File: config.mk
export PLATFORM = sky130hd
export DESIGN_NAME = alu_uadd_multiword
export DESIGN_NICKNAME = d
export VERILOG_FILES = /design/src/rtl/alu_uadd_multiword.sv
export SDC_FILE = /design/constraint.sdc
export NUM_CORES = 1
export LEC_CHECK = 0
export ABC_CLOCK_PERIOD_IN_PS = 3900
export BUFFER_PORTS_ARGS = -buffer_cell sky130_fd_sc_hd__buf_2
export CORE_MARGIN = 4
export CORE_UTILIZATION = 54
export DETAILED_ROUTE_END_ITERATION = 8
export GPL_ROUTABILITY_DRIVEN = 0
export GPL_TIMING_DRIVEN = 1
export HOLD_SLACK_MARGIN = 0.1
export PLACE_DENSITY = 0.8
export SYNTH_ARGS = -nofsm -noshare
export SYNTH_HDL_FRONTEND = slang
export SYNTH_SLANG_ARGS = --single-unit
File: constraint.sdc
create_clock -name i_clk -period 3.9 [get_ports i_clk]
set_input_delay 0.195 -clock i_clk [delete_from_list [all_inputs] [get_ports i_clk]]
set_output_delay 0.195 -clock i_clk [all_outputs]
set_load 0.01 [all_outputs]
File: src/rtl/alu_uadd_multiword.sv
// Sequential multi-precision unsigned adder.
// A WORDS*SIZE-bit add is done on a single SIZE-bit adder slice, one word per
// clock, least-significant word first, with the inter-word carry held in a
// register. Operands come in through a valid/ready handshake in IDLE. The sum
// and the final carry are presented in DONE until downstream takes them.
module alu_uadd_multiword #(
    parameter int SIZE  = 8,
    parameter int WORDS = 4
) (
    input  logic                  i_clk,
    input  logic                  i_rst,
    input  logic                  i_valid,
    output logic                  o_ready,
    input  logic [SIZE*WORDS-1:0] i_s1,
    input  logic [SIZE*WORDS-1:0] i_s2,
    output logic                  o_valid,
    input  logic                  i_ready,
    output logic [SIZE*WORDS-1:0] o_result,
    output logic                  o_carry
);

    localparam int W  = SIZE * WORDS;
    localparam int IW = (WORDS > 1) ? $clog2(WORDS) : 1;

    localparam logic [1:0] S_IDLE = 2'd0;
    localparam logic [1:0] S_RUN  = 2'd1;
    localparam logic [1:0] S_DONE = 2'd2;

    localparam logic [IW-1:0] LAST_IDX = IW'(WORDS - 1);

    logic [1:0]    state_q,     state_d;
    logic [IW-1:0] index_q,     index_d;
    logic          carry_q,     carry_d;
    logic [W-1:0]  a_q,         a_d;
    logic [W-1:0]  b_q,         b_d;
    logic [W-1:0]  result_q,    result_d;
    logic          res_carry_q, res_carry_d;
    logic          valid_q,     valid_d;

    logic [SIZE-1:0] a_word_s;
    logic [SIZE-1:0] b_word_s;
    logic [SIZE:0]   sum_s;
    logic            accept_s;

    // Ready is a pure decode of IDLE, masked while reset is being applied.
    assign o_ready  = (state_q == S_IDLE) && !i_rst;
    assign accept_s = i_valid && o_ready;

    // One word-wide adder slice: current word of A and B plus the held carry.
    always_comb begin
        a_word_s = a_q[index_q*SIZE +: SIZE];
        b_word_s = b_q[index_q*SIZE +: SIZE];
        sum_s    = {1'b0, a_word_s} + {1'b0, b_word_s} + {{SIZE{1'b0}}, carry_q};
    end

    // Next-state logic for the IDLE/RUN/DONE sequencer and the datapath registers.
    always_comb begin
        state_d     = state_q;
        index_d     = index_q;
        carry_d     = carry_q;
        a_d         = a_q;
        b_d         = b_q;
        result_d    = result_q;
        res_carry_d = res_carry_q;
        case (state_q)
            S_IDLE: begin
                if (accept_s) begin
                    a_d         = i_s1;
                    b_d         = i_s2;
                    result_d    = '0;
                    res_carry_d = 1'b0;
                    index_d     = '0;
                    carry_d     = 1'b0;
                    state_d     = S_RUN;
                end else begin
                    state_d = S_IDLE;
                end
            end
            S_RUN: begin
                result_d[index_q*SIZE +: SIZE] = sum_s[SIZE-1:0];
                carry_d                        = sum_s[SIZE];
                if (index_q == LAST_IDX) begin
                    res_carry_d = sum_s[SIZE];
                    index_d     = '0;
                    state_d     = S_DONE;
                end else begin
                    index_d = index_q + {{(IW-1){1'b0}}, 1'b1};
                    state_d = S_RUN;
                end
            end
            S_DONE: begin
                // Result is held untouched under back-pressure.
                if (i_ready) begin
                    state_d = S_IDLE;
                end else begin
                    state_d = S_DONE;
                end
            end
            default: begin
                state_d = S_IDLE;
                index_d = '0;
                carry_d = 1'b0;
            end
        endcase
        valid_d = (state_d == S_DONE);
    end

    // State and datapath registers with synchronous active-high reset.
    always_ff @(posedge i_clk) begin
        if (i_rst) begin
            state_q     <= S_IDLE;
            index_q     <= '0;
            carry_q     <= 1'b0;
            a_q         <= '0;
            b_q         <= '0;
            result_q    <= '0;
            res_carry_q <= 1'b0;
            valid_q     <= 1'b0;
        end else begin
            state_q     <= state_d;
            index_q     <= index_d;
            carry_q     <= carry_d;
            a_q         <= a_d;
            b_q         <= b_d;
            result_q    <= result_d;
            res_carry_q <= res_carry_d;
            valid_q     <= valid_d;
        end
    end

    assign o_valid  = valid_q;
    assign o_result = result_q;
    assign o_carry  = res_carry_q;

endmodule
==> flow_metrics.tcl <==
set metrics [dict create \
    crit_required_ns 4.17 \
    synthArstFlopShare 0 \
    cts_tree "built" \
    totalWireLength_um 13000 \
    yosys_warnings 0 \
    whs_ns 0.276 \
    max-clock-path-buffers 2 \
    place_hpwl_um 8270 \
    die_h_um 101 \
    power_leakage_nw 2.68 \
    start_util 0.560 \
    synthAdderAreaFrac 0.0385 \
    final_cell_mix "146 x nand2_1, 102 x dfxtp_1, 102 x buf_2" \
    die_area_mm2 0.0101 \
    ctsResizeCount 0 \
    vias 4475 \
    hold_path_startpoint "i_valid" \
    drive_gt1_frac 0.232 \
    r2r-end "o_result[29]$_SDFFE_PP0P_" \
    fmax_mhz 329 \
    postCtsSetupBuffers 0 \
    relSlewSlack 0.248 \
    ant_nets 0 \
    r2r_slack_ns 0.86 \
    min_path_cells 4 \
    grt_overflow_total 0 \
    synthDistinctLibCells 45 \
    cts.clk_slew.worst_paths_ns 0.10 \
    syn-num-nets 590 \
    grt_pass1_wl_um 21300 \
    ys_seq_elements 103 \
    fp.coreArea_mm2 0.00826 \
    fin_nets 736 \
    hold_violations 0 \
    synthMuxAreaShare 0.0780 \
    rows 33 \
    drv_slew 0 \
    synth_xor_area_frac 0.00948 \
    syn_area_mm2 0.00462 \
    ys_seq_area_frac 0.446 \
    vias_per_cell 5.84 \
    io_pins 103 \
    routedWlPerCell_um 17.0 \
    cts-root-buf "clkbuf_8" \
    drc 0 \
    final_common_cell "nand2_1" \
    ys.flop_type "dfxtp_1" \
    antenna_found_initial 1 \
    p_per_area_mw_per_mm2 363 \
    cp-start-kind "flop" \
    rr_worst_depth 8 \
    cts_buffers 9 \
    worstMarginPinSlew_ns 1.13 \
    io_buffers 102 \
    drt-initial-drc-count 291 \
    hold_path.class "input port to flop" \
    avgSynthCellArea_um2 9.08 \
    grt_max_degree 70 \
    crit_type "flop to flop" \
    synth_compound_area_frac 0.198 \
    rsz0062_at_grt "false" \
    critPathArrivalTime_ns 3.31 \
    outcome "complete, no violations" \
    r2r_start "index_q[0]$_SDFFE_PP0P_" \
    skew_ns 0.0121 \
    drt_first_pass_iters 5 \
    stdcell_area_mm2 0.00601 \
    crit_path_max_fanout 18 \
    cts.htree.levels 3 \
    irDropWorstVdd_mv 0.181 \
    fp.dieW_um 101 \
    clock_latency_ns 0.37 \
    setup-violations-final 0 \
    fin_util 0.727 \
    hold_end "carry_q$_SDFFE_PP0P_" \
    synth-edff-count 0 \
    grt_usage 0.266 \
    clock_sinks 103 \
    area_growth_pct 30.0 \
    drv_cap 0 \
    yosys.area_share.simple 0.185 \
    first_global_vias 4339 \
    finalCritPeriodShare 0.780 \
    period_needed_ns 3.04 \
    fin_tns_setup_ns 0 \
    hold_buffers 65 \
    end_kind "flop" \
    dpl_cell_area_mm2 0.00514 \
    syn_inst 509 \
    synth_top_family_by_area "compound AO/OA/AOI/OAI gates" \
]
-- cell families (layout without fill, tap and decap cells) --
kind of cell	count (synthesis)	count (layout)
buffers and inverters	46	197
AOI/OAI and AO/OA	125	125
and+or+nand+nor	201	201
xor gates and xnor gates	5	5
other	0	1
DFF	103	103
adders and majority gates	13	13
muxes	16	16
-- sequential cells by signal (all words and copies together) (netlist names) --
signal    flops
a_q          32
index_q       2
o_result     32
carry_q       1
o_carry       1
o_valid       1
state_q       2
b_q          32
-- cell type report --
cell class / instances / area (µm²)
inverters: 9 / 38.8
well taps: 105 / 131
flip-flops and latches: 103 / 2060
repair buffers: 172 / 1200
clock buffers: 11 / 151
fillers: 633 / 2250
multi-input cells: 360 / 2360
clock inverters: 5 / 56.3
diodes: 1 / 2.50
-- stage by stage --
stage / total power [W] / worst slack, ns / std cells
after CTS: 0.00218 / 0.904 / 765
final: 0.00218 / 0.860 / 766
after global routing: 0.00227 / 0.597 / 766
after floorplan: 0.00135 / 1.11 / 509
after detailed placement: 0.00145 / 0.941 / 684
after global placement: 0.00144 / 0.983 / 684
-- layer usage --
layer  wire (µm)  GRT usage  vias up
met5           0          0        -
met4         372      0.110        0
met3         932     0.0512       35
met2        6390      0.440      213
met1        5340      0.342     2112
li1            -          -     2115
-- worst max path at each step --
stage                                  startpoint  cells past startpoint                         to
after floorplan           index_q[1]$_SDFFE_PP0P_                     11  o_result[30]$_SDFFE_PP0P_
after global placement    index_q[0]$_SDFFE_PP0P_                      8  o_result[29]$_SDFFE_PP0P_
after detailed placement  index_q[0]$_SDFFE_PP0P_                      8  o_result[29]$_SDFFE_PP0P_
after CTS                 index_q[0]$_SDFFE_PP0P_                      8  o_result[29]$_SDFFE_PP0P_
after global routing      index_q[0]$_SDFFE_PP0P_                      8   o_result[5]$_SDFFE_PP0P_
final                     index_q[0]$_SDFFE_PP0P_                      8  o_result[29]$_SDFFE_PP0P_
-- where the power goes --
part	leakage [nW]	internal [W]	switching [W]
registers	0.842	0.00110	0.0000361
clock network	0.105	0.000331	0.000362
logic	1.74	0.000162	0.000187
total	2.68	0.00159	0.000586
-- critical path, stage by stage, from the launching register on --
cell and delay (ns):
dfxtp_1 0.63, buf_4 0.37, mux4_2 0.56, ha_1 0.33, a211oi_1 0.33, o21bai_1 0.13, a21oi_1 0.19, xnor2_1 0.15
a32o_1 0.24
-- Yosys cell counts (2+ instances only) --
| master | count | share of area |
|---|---|---|
| nand3b_1 | 2 | 0.0032 |
| a211oi_1 | 2 | 0.0032 |
| buf_1 | 10 | 0.0081 |
| a32o_1 | 2 | 0.0043 |
| nand4_1 | 3 | 0.0041 |
| nand2_2 | 3 | 0.0041 |
| nor3_1 | 4 | 0.0043 |
| nand2b_1 | 3 | 0.0041 |
| buf_2 | 12 | 0.013 |
| mux4_2 | 16 | 0.078 |
| o31ai_1 | 2 | 0.0032 |
| nand2_1 | 146 | 0.12 |
| a22oi_1 | 13 | 0.021 |
| o211ai_1 | 66 | 0.11 |
| a21oi_1 | 17 | 0.018 |
| o21a_1 | 2 | 0.0032 |
| inv_1 | 7 | 0.0057 |
| xnor2_1 | 5 | 0.0095 |
| a22o_1 | 12 | 0.023 |
| nand3_1 | 3 | 0.0032 |
| a2bb2oi_1 | 2 | 0.0038 |
| fa_1 | 2 | 0.0087 |
| ha_1 | 11 | 0.030 |
| o21ai_0 | 3 | 0.0032 |
| dfxtp_1 | 103 | 0.45 |
| nor2_1 | 27 | 0.022 |
| clkbuf_1 | 13 | 0.011 |
Note: power is estimated with default switching activity, not from simulation.
